File: config.mk
export PLATFORM = sky130hd
export DESIGN_NAME = axis_packet_rr_scheduler
export DESIGN_NICKNAME = d
export VERILOG_FILES = /design/src/rtl/axis_packet_rr_scheduler.sv
export SDC_FILE = /design/constraint.sdc
export NUM_CORES = 1
export LEC_CHECK = 0
export BUFFER_PORTS_ARGS = -buffer_cell sky130_fd_sc_hd__buf_4
export CAP_MARGIN = 20
export CORE_MARGIN = 1
export CORE_UTILIZATION = 51
export CTS_CLUSTER_SIZE = 40
export DETAILED_ROUTE_END_ITERATION = 10
export PLACE_DENSITY = 0.77
export REMOVE_ABC_BUFFERS = 1
export SYNTH_ARGS = -nofsm -noshare
export SYNTH_HDL_FRONTEND = slang
export SYNTH_SLANG_ARGS = --single-unit
export TNS_END_PERCENT = 10
File: constraint.sdc
create_clock -name axis_aclk -period 2.14 [get_ports axis_aclk]
set_clock_uncertainty 0.2 [all_clocks]
set_input_delay 0.428 -clock axis_aclk [delete_from_list [all_inputs] [get_ports axis_aclk]]
set_output_delay 0.428 -clock axis_aclk [all_outputs]
set_load 0.1 [all_outputs]
File: src/rtl/axis_packet_rr_scheduler.sv
// Packet-granular round-robin grant controller for one shared AXI-Stream output.
// It drives the select of an external data mux, returns per-input tready and
// produces the merged tvalid. A grant is held from the first beat to tlast,
// and idle inputs are skipped so back-to-back packets leave no bubble.
// Optional feature macro: ARB_WEIGHTED_EN adds the cfg_weight port and a per-turn
// packet quota. Without it every input gets one packet per turn.
module axis_packet_rr_scheduler #(
    parameter int unsigned NUM_INPUTS   = 3,
    parameter int unsigned IDX_WIDTH    = 2,
    parameter int unsigned WEIGHT_WIDTH = 4
) (
    input  logic                               axis_aclk,
    input  logic                               axis_resetn,
    input  logic [NUM_INPUTS-1:0]              req_tvalid,
    input  logic [NUM_INPUTS-1:0]              req_tlast,
    input  logic                               out_tready,
    output logic [NUM_INPUTS-1:0]              in_tready,
    output logic                               out_tvalid,
    output logic                               grant_valid,
    output logic [NUM_INPUTS-1:0]              grant_onehot,
    output logic [IDX_WIDTH-1:0]               grant_idx
`ifdef ARB_WEIGHTED_EN
    ,
    input  logic [NUM_INPUTS*WEIGHT_WIDTH-1:0] cfg_weight
`endif
);

    typedef enum logic [1:0] {
        StIdle,
        StHold,
        StXfer
    } state_e;

    state_e               state;
    logic [IDX_WIDTH-1:0] rr_ptr;

    logic                 cur_valid;
    logic                 cur_last;
    logic                 any_valid;
    logic                 beat;
    logic                 eop;
    logic [IDX_WIDTH-1:0] next_g;
    logic [IDX_WIDTH-1:0] pick_ptr;
    logic [IDX_WIDTH-1:0] pick_next;

    logic [WEIGHT_WIDTH-1:0] cnt_inc;
    logic [WEIGHT_WIDTH-1:0] quota;
    logic                    keep_grant;

    // First valid input at or after start, wrapping; start itself has top priority.
    function automatic logic [IDX_WIDTH-1:0] rr_pick(input logic [NUM_INPUTS-1:0] valid,
                                                     input logic [IDX_WIDTH-1:0]  start);
        logic                 found_hi;
        logic [IDX_WIDTH-1:0] sel_hi;
        logic [IDX_WIDTH-1:0] sel_lo;
        found_hi = 1'b0;
        sel_hi   = start;
        sel_lo   = start;
        // Descending scan so the lowest qualifying index is assigned last.
        for (int i = NUM_INPUTS - 1; i >= 0; i--) begin
            if (valid[i]) begin
                if (IDX_WIDTH'(i) >= start) begin
                    found_hi = 1'b1;
                    sel_hi   = IDX_WIDTH'(i);
                end else begin
                    sel_lo = IDX_WIDTH'(i);
                end
            end
        end
        return found_hi ? sel_hi : sel_lo;
    endfunction

    function automatic logic [NUM_INPUTS-1:0] to_onehot(input logic [IDX_WIDTH-1:0] idx);
        logic [NUM_INPUTS-1:0] oh;
        for (int i = 0; i < NUM_INPUTS; i++) begin
            oh[i] = (idx == IDX_WIDTH'(i));
        end
        return oh;
    endfunction

    // Handshake decode against the currently granted input.
    assign cur_valid  = |(req_tvalid & grant_onehot);
    assign cur_last   = |(req_tlast & grant_onehot);
    assign any_valid  = |req_tvalid;
    assign out_tvalid = grant_valid & cur_valid;
    assign beat       = out_tvalid & out_tready;
    assign eop        = beat & cur_last;
    assign in_tready  = grant_onehot & {NUM_INPUTS{grant_valid & out_tready}};

    assign next_g    = (grant_idx == IDX_WIDTH'(NUM_INPUTS - 1)) ? '0 : grant_idx + 1'b1;
    assign pick_ptr  = rr_pick(req_tvalid, rr_ptr);
    assign pick_next = rr_pick(req_tvalid, next_g);

`ifdef ARB_WEIGHTED_EN
    logic [WEIGHT_WIDTH-1:0] pkt_cnt;
    logic [WEIGHT_WIDTH-1:0] weight_sel;

    // Quota of the granted input; a zero weight still earns one packet per turn.
    always_comb begin
        weight_sel = '0;
        for (int i = 0; i < NUM_INPUTS; i++) begin
            if (grant_onehot[i]) begin
                weight_sel = cfg_weight[i*WEIGHT_WIDTH +: WEIGHT_WIDTH];
            end
        end
        quota   = (weight_sel == '0) ? WEIGHT_WIDTH'(1) : weight_sel;
        cnt_inc = pkt_cnt + 1'b1;
    end
`else
    assign quota   = WEIGHT_WIDTH'(1);
    assign cnt_inc = WEIGHT_WIDTH'(1);
`endif

    assign keep_grant = (cnt_inc < quota);

    // Grant FSM: all grant outputs and arbitration state are registered here.
    always_ff @(posedge axis_aclk) begin
        if (!axis_resetn) begin
            state        <= StIdle;
            grant_valid  <= 1'b0;
            grant_onehot <= '0;
            grant_idx    <= '0;
            rr_ptr       <= '0;
`ifdef ARB_WEIGHTED_EN
            pkt_cnt      <= '0;
`endif
        end else begin
            unique case (state)
                StIdle: begin
                    if (any_valid) begin
                        state        <= StHold;
                        grant_valid  <= 1'b1;
                        grant_idx    <= pick_ptr;
                        grant_onehot <= to_onehot(pick_ptr);
`ifdef ARB_WEIGHTED_EN
                        pkt_cnt      <= '0;
`endif
                    end
                end
                StHold, StXfer: begin
                    if (eop) begin
                        state <= StHold;
                        if (keep_grant) begin
`ifdef ARB_WEIGHTED_EN
                            pkt_cnt <= cnt_inc;
`endif
                        end else begin
                            // g is valid on its last beat, so a winner always exists;
                            // it is searched from g+1 with g itself as last candidate.
                            rr_ptr       <= next_g;
                            grant_idx    <= pick_next;
                            grant_onehot <= to_onehot(pick_next);
`ifdef ARB_WEIGHTED_EN
                            pkt_cnt      <= '0;
`endif
                        end
                    end else if (state == StHold) begin
                        if (beat) begin
                            state <= StXfer;
                        end else if (!cur_valid) begin
                            if (any_valid) begin
                                // Forfeit: granted input has nothing at a boundary.
                                grant_idx    <= pick_next;
                                grant_onehot <= to_onehot(pick_next);
`ifdef ARB_WEIGHTED_EN
                                pkt_cnt      <= '0;
`endif
                            end else begin
                                state        <= StIdle;
                                grant_valid  <= 1'b0;
                                grant_onehot <= '0;
                                grant_idx    <= '0;
                                rr_ptr       <= next_g;
                            end
                        end
                    end
                end
                default: begin
                    state        <= StIdle;
                    grant_valid  <= 1'b0;
                    grant_onehot <= '0;
                    grant_idx    <= '0;
                end
            endcase
        end
    end

endmodule
Word-level counts from Yosys, hierarchy flattened
Index checks and enable logic that the tools add are counted.
- register bits after elaboration: 10
- output and inout port bits: 10
- word-level logic and storage cells: 124
- $add $sub $neg: 1
- magnitude comparators: 6
- equality and inequality tests: 21
- mux-type cells: 72
- bitwise operators: 7
- reductions and logical operators: 12
- operators with widths (operator ; number):
    two-way mux 2 bit ; 44
    two-way mux 1 bit ; 18
    two-way mux 3 bit ; 6
    != test 2 bit (second input constant) ; 6
    bitwise AND 3 bit ; 3
    != test 3 bit (second input constant) ; 3
    OR reduction 3 bit ; 3
    equality test 2 bit (second input constant) ; 4
    >= comparator 1 x 2 -> 1 bit (first input constant) ; 4
    != test 4 bit (second input constant) ; 2
    one-hot mux 2 bit (2 select lines) ; 2
    AND reduction 4 bit ; 2
    equality test 2 x 1 -> 1 bit (second input constant) ; 3
    zero test 2 bit ; 3
    != test 2 x 1 -> 1 bit (second input constant) ; 3
    one-hot mux 3 bit (2 select lines) ; 1
    AND reduction 6 bit ; 1
    AND reduction 5 bit ; 1
    bitwise AND 1 bit ; 4
    >= comparator 2 bit (first input constant) ; 2
    adder 2 x 1 -> 2 bit (second input constant) ; 1
    one-hot mux 1 bit (2 select lines) ; 1
    nonzero test 2 bit ; 1
    OR reduction 2 bit ; 1

Depth between registers and ports, before layout
Gate-level depths: netlist of the first run.
- depth after elaboration: 17
- mapped depth: 8

Worst setup path before layout of the first run
OpenSTA, ideal clock, no wires.
- path kind: reg-to-output
- from: register grant_onehot[0]
- to: output port out_tvalid
- data arrival time: 2.178 ns
- data required time: 1.512 ns
- slack: -0.666 ns
- cell stages (with the launch flop): 3
- path buffers: 0
- cell sequence: dfxtp_1 a222oi_1 and2b_1
- word-level cells in the longest chain between the ends: 3
- ends and longest elaborated chain (item ; RTL line ; RTL):
    from (decl) ; 20 ; output logic [NUM_INPUTS-1:0] grant_onehot,
    from (signal assigned) ; 134 ; grant_onehot <= to_onehot(pick_ptr);
    from (signal assigned) ; 152 ; grant_onehot <= to_onehot(pick_next);
    from (signal assigned) ; 164 ; grant_onehot <= to_onehot(pick_next);
    bitwise AND 3 bit ; 82 ; assign cur_valid = |(req_tvalid & grant_onehot);
    OR reduction 3 bit ; 82 ;
    bitwise AND 1 bit ; 85 ; assign out_tvalid = grant_valid & cur_valid;
    to (decl) ; 18 ; output logic out_tvalid,
No other way between the ends.

Final worst setup path of the first run
Ends and elaborated chain as after synthesis.

==> impl_metrics.tcl, run 1 <==
set metrics [dict create \
    outcome "finished with violations" \
    violations "negative setup slack" \
    hold-worst-slack_ns 0.290 \
    diodes 0 \
    vdd_drop_max_uv 710 \
    clock_sinks 10 \
    grt_pass1_wl_um 2670 \
    slew_viol_final 0 \
    stdcell_area_um2 1030 \
    cp-end-kind "output pin" \
    avgSynthCellArea_um2 7.98 \
    tightest_slew_ns 0.341 \
    fin_crit_ns 2.15 \
    start_util_pct 56.7 \
    nets 139 \
    power.density_nw_per_um2 1240 \
    ys_seq_area_share_pct 26.1 \
    hold_path_depth 3 \
    combPwrFrac_pct 63.8 \
    stdcell_count 140 \
    synth_top_family_by_area "compound AO/OA/AOI/OAI gates" \
    wl_per_cell_um 14.4 \
    grt_antenna_before_repair 0 \
    grt_usage_pct 24.9 \
    crit_required_ns 1.51 \
    placementRows 13 \
    slew_headroom_pct 77.0 \
    critPathLaunchType "flop" \
    p_sw_uw 671 \
    die_h_um 40.8 \
    viasPerCell 6.09 \
    firstDrtPassIters 4 \
    placed_area_um2 973 \
    drive_gt1_share_pct 33.6 \
    cap_viol_max_count 0 \
    critPathArrivalTime_ns 1.52 \
    routabilityCongestion 0.780 \
    final_hold_viol_count 0 \
    tns_ns -0.00839 \
    yosysWarnings 0 \
    synth_xor_area_share_pct 0 \
    synth-compound-area-share_pct 31.9 \
    final_core_util_pct 76.0 \
    synthMuxAreaShare_pct 1.31 \
    report.power.total_mw 1.27 \
    fillCellCount 101 \
    max_clock_freq_ghz 0.465 \
    synth_simple_gate_area_share_pct 27.0 \
    cp_slowest_stage_delay_ns 0.35 \
    synth_cells 96 \
    vias 853 \
    cpMaxStageDelayCell "a222oi_1" \
    rsz0062_at_grt "true" \
    dp_slack_ns 0.0145 \
    r2r_end "state[1]" \
    ys_seq_elements 10 \
    area_growth_pct 34.0 \
    r2r_cells 8 \
    postRouteWirelength_um 2020 \
    h-tree-depth 1 \
    die_w_um 40.8 \
    root_buffer "clkbuf_4" \
    cts.path.max_buffers 2 \
    critPathLaunch "grant_onehot[0]" \
    cts_made_buffers 3 \
    cell_internal_pwr_uw 600 \
    grt_pass1_vias 607 \
    hp-class "input pin to flop" \
    syn_area_um2 766 \
    drc_errors 0 \
    setup_violations 1 \
    p_sw_share_pct 52.8 \
    p_clk_share_pct 13.5 \
    period_share_pct 100 \
    crit_fanout 4 \
    port_buffers 18 \
    crit_chain "a222oi_1, buf_4, and2b_1, buf_6" \
    clk_pin_slew_ns 0.07 \
    cts_tree "yes" \
    dpl.hpwl_um 1470 \
    drt_iter0_drc 36 \
    critPathCapture "out_tvalid" \
    grt_remaining_overflow 0 \
    antenna_left 0 \
    ios 19 \
    dieArea_um2 1660 \
    synth_top_flop_cell "dfxtp_1" \
    critPathKind "flop to output pin" \
    design.core.area_um2 1350 \
    seq_power_share_pct 22.7 \
    placed_cells 135 \
    clk_latency_ns 0.26 \
    synthAdderAreaFrac_pct 6.54 \
    p_leak_nw 0.443 \
    grt_max_degree 14 \
    r2r_start "grant_onehot[0]" \
    synthDistinctLibCells 36 \
    r2r_setup_slack_ns 0.15 \
    setup_ws_ns -0.00839 \
    synth-edff-count 0 \
    async_flop_share_pct 0 \
]
-- critical path, delay by kind of cell, from the launching register on --
family | cells | cell delay, ns
AO/OA/AOI/OAI | 1 | 0.35
buffers and inverters | 2 | 0.37
flip-flops | 1 | 0.34
AND/OR/NAND/NOR | 1 | 0.19
-- layout by cell type, fill, tap and decap left out, types with 3 or more instances in the layout --
cell type  netlist  layout
buf_4            0      29
nand2_1         12      12
dfxtp_1         10      10
nor2b_1          8       8
inv_1            7       7
nor2_1           5       5
nand3_1          4       4
o21ai_0          4       4
a21boi_2         4       4
ha_1             4       4
and3_1           3       3
o22ai_1          3       3
clkbuf_4         0       3
-- synthesized netlist by cell type, types with 2 or more instances --
cell type  count  area [µm²]
nand2_1       12        45.0
dfxtp_1       10         200
nor2b_1        8        50.1
inv_1          7        26.3
nor2_1         5        18.8
a21boi_2       4        45.0
ha_1           4        50.1
nand3_1        4        20.0
o21ai_0        4        20.0
and3_1         3        18.8
o22ai_1        3        18.8
a21oi_1        2        10.0
a222oi_1       2        20.0
a32oi_1        2        17.5
buf_2          2        10.0
clkbuf_1       2        7.51
nor3_1         2        10.0
or3_4          2        22.5
-- power by group through the flow --
stage	combinational, mW	clock (mW)	sequential (mW)
final	0.811	0.171	0.289
after global routing	0.852	0.182	0.295
after CTS	0.783	0.175	0.284
after detailed placement	0.779	0	0.288
after global placement	0.768	0	0.286
after floorplan	0.336	0	0.511
-- routing by layer --
metal	vias to the layer above	share of wire [%]	GRT usage, %
met3	6	9.0	4.89
met2	53	45	37.3
met5	-	0	0
li1	412	-	-
met1	382	44	35.6
met4	0	1.5	7.50
-- flip-flops by register name, summed over array words and instances (netlist names) --
signal,count
grant_idx,2
grant_onehot,3
grant_valid,1
rr_ptr,2
state,2
-- cell type report --
| type | instances | area (µm²) | area share, % |
|---|---|---|---|
| Inverter | 7 | 26.3 | 2.56 |
| Clock buffer | 4 | 36.3 | 3.54 |
| Multi-Input combinational cell | 74 | 515 | 50.2 |
| Tap cell | 15 | 18.8 | 1.83 |
| Sequential cell | 10 | 200 | 19.5 |
| Timing Repair Buffer | 30 | 229 | 22.3 |
-- logic make-up (layout without fill, tap and decap cells) --
kind of cell | count (synthesis) | in the layout
adder cells (fa/ha/maj) | 4 | 4
buffers and inverters | 12 | 41
AO/OA/AOI/OAI | 30 | 30
multiplexers | 1 | 1
flip-flops | 10 | 10
AND/OR/NAND/NOR | 39 | 39
-- how the worst min path moves through the flow --
stage	from	endpoint
2_1_floorplan	state[0]	state[0]
3_3_place_gp	state[0]	state[0]
3_5_place_dp	state[0]	state[0]
4_1_cts	axis_resetn	rr_ptr[0]
5_1_grt	axis_resetn	grant_onehot[0]
6_report	axis_resetn	rr_ptr[0]
-- repair_timing --
action	4_1_cts	5_1_grt
setup buffers	0	1
hold buffers	0	0
endpoints found under the setup margin	0	1
endpoints found under the hold margin	0	0
gates resized for setup	0	2
No activity file was read; power rests on OpenSTA's default activity.
==> run 2, diff against run 1 <==
--- a/config.mk
+++ b/config.mk
@@ -5,6 +5,7 @@
 export SDC_FILE = /design/constraint.sdc
 export NUM_CORES = 1
 export LEC_CHECK = 0
+export ABC_CLOCK_PERIOD_IN_PS = 2140
 export BUFFER_PORTS_ARGS = -buffer_cell sky130_fd_sc_hd__buf_4
 export CAP_MARGIN = 20
 export CORE_MARGIN = 1
==> constraint.sdc (replaced) <==
create_clock -name axis_aclk -period 2.14 [get_ports axis_aclk]
set_clock_uncertainty 0.2 [all_clocks]
set_input_delay 0.428 -clock axis_aclk [delete_from_list [all_inputs] [get_ports axis_aclk]]
set_output_delay 0.428 -clock axis_aclk [all_outputs]
set_load 0.005 [all_outputs]
==> impl_metrics.tcl, run 2 (synthesized netlist as in run 1, its figures left out) <==
set metrics [dict create \
    grt_pass1_vias 591 \
    crit_fanout 5 \
    viasPerCell 5.99 \
    dp_slack_ns 0.0311 \
    cpMostUsedCell "buf_4" \
    drc_errors 0 \
    port_buffers 18 \
    setup_ws_ns 0.102 \
    setup_violations 0 \
    r2r_start "grant_onehot[0]" \
    clk_pin_slew_ns 0.07 \
    post_cts_resized 0 \
    cts_made_buffers 3 \
    final_core_util_pct 74.8 \
    slew_viol_final 0 \
    final_cell_mix "buf_4 (29), nand2_1 (12), dfxtp_1 (10), nor2b_1 (8), inv_1 (7)" \
    critPathLaunch "grant_onehot[0]" \
    drive_gt1_share_pct 32.3 \
    critPathCapture "out_tvalid" \
    wl_per_cell_um 13.5 \
    hold-worst-slack_ns 0.284 \
    power.density_nw_per_um2 941 \
    die_h_um 40.8 \
    grt_max_degree 14 \
    period_share_pct 95.2 \
    area_growth_pct 31.9 \
    crit_chain "a222oi_1, buf_4, and2b_1, buf_4" \
    registers.top_by_ff_count "grant_onehot" \
    hp-class "input pin to flop" \
    cpMaxStageDelayCell "dfxtp_1" \
    report.power.total_uw 950 \
    tightest_slew_ns 0.420 \
    cp-end-kind "output pin" \
    root_buffer "clkbuf_4" \
    outcome "finished clean" \
    max_clock_freq_ghz 0.491 \
    dieArea_um2 1660 \
    cts_tree "yes" \
    cts_hold_buffers 0 \
    largest_reg_flops 3 \
    critPathKind "flop to output pin" \
    grt_remaining_overflow 0 \
    design.core.area_um2 1350 \
    critPathLaunchType "flop" \
    final_common_cell "buf_4" \
    vias 832 \
    slew_headroom_pct 71.8 \
    start_util_pct 56.7 \
    rsz0062_at_grt "false" \
    routabilityCongestion 0.780 \
    r2r_setup_slack_ns 0.16 \
    cts.path.max_buffers 2 \
    ios 19 \
    fin_crit_ns 2.04 \
    grt_pass1_wl_um 2580 \
    nets 138 \
    dpl.hpwl_um 1470 \
    clk_latency_ns 0.26 \
    fillCellCount 104 \
    tns_ns 0 \
    crit_required_ns 1.51 \
    cap_viol_max_count 0 \
    clock_sinks 10 \
    p_leak_nw 0.438 \
    cp_slowest_stage_delay_ns 0.34 \
    placementRows 13 \
    firstDrtPassIters 5 \
    diodes 0 \
    final_hold_viol_count 0 \
    post_cts_buffers 0 \
    grt_usage_pct 24.1 \
    r2r_cells 6 \
    critPathArrivalTime_ns 1.41 \
    drt_iter0_drc 39 \
    h-tree-depth 1 \
    r2r_end "grant_idx[1]" \
    grt_antenna_before_repair 0 \
    vdd_drop_max_uv 499 \
    antenna_left 0 \
    postRouteWirelength_um 1880 \
    die_w_um 40.8 \
]
run 2: cell types whose count changed in the layout (fill, tap and decap cells not counted):
cell    before  now
buf_6        1    0
nor3_2       1    0
nor3_1       1    2
run 2: critical path: cells and delay by family, from the launching register on:
| kind | cells | cell delay (ns) |
|---|---|---|
| DFF | 1 | 0.34 |
| buffers and inverters | 2 | 0.32 |
| AOI/OAI and AO/OA | 1 | 0.31 |
| and+or+nand+nor | 1 | 0.17 |
run 2: worst min-delay path by stage:
stage,end,startpoint,slack (ns),cells past startpoint
finish,state[0],axis_resetn,0.28,3
global route,state[1],axis_resetn,0.29,2
CTS,rr_ptr[0],axis_resetn,0.28,3
detailed placement,state[0],state[0],0.31,2
global placement,state[0],state[0],0.30,2
floorplan,state[0],state[0],0.28,2
run 2: metrics by stage:
stage / cells / cell area [µm²]
2_1_floorplan: 91 / 737
3_3_place_gp: 135 / 973
3_5_place_dp: 135 / 973
4_1_cts: 139 / 1010
5_1_grt: 139 / 1010
6_report: 139 / 1010
run 2: area by class of cell:
| cell class | count | area (µm²) | area share (%) |
|---|---|---|---|
| Tap cell | 15 | 18.8 | 1.86 |
| Timing Repair Buffer | 29 | 218 | 21.6 |
| Inverter | 7 | 26.3 | 2.60 |
| Multi-Input combinational cell | 74 | 510 | 50.6 |
| Sequential cell | 10 | 200 | 19.8 |
| Clock buffer | 4 | 36.3 | 3.59 |
run 2: layer usage:
metal	global-route usage [%]	up-vias	share of wire, %
met2	37.3	43	45
li1	-	409	-
met1	33.3	376	46
met3	3.26	4	7.3
met5	0	-	0
met4	10.0	0	1.5
run 2: where the power goes:
group / switching (mW) / total (mW) / internal, mW
logic: 0.242 / 0.493 / 0.251
registers: 0.0553 / 0.285 / 0.230
clock network: 0.0683 / 0.172 / 0.103
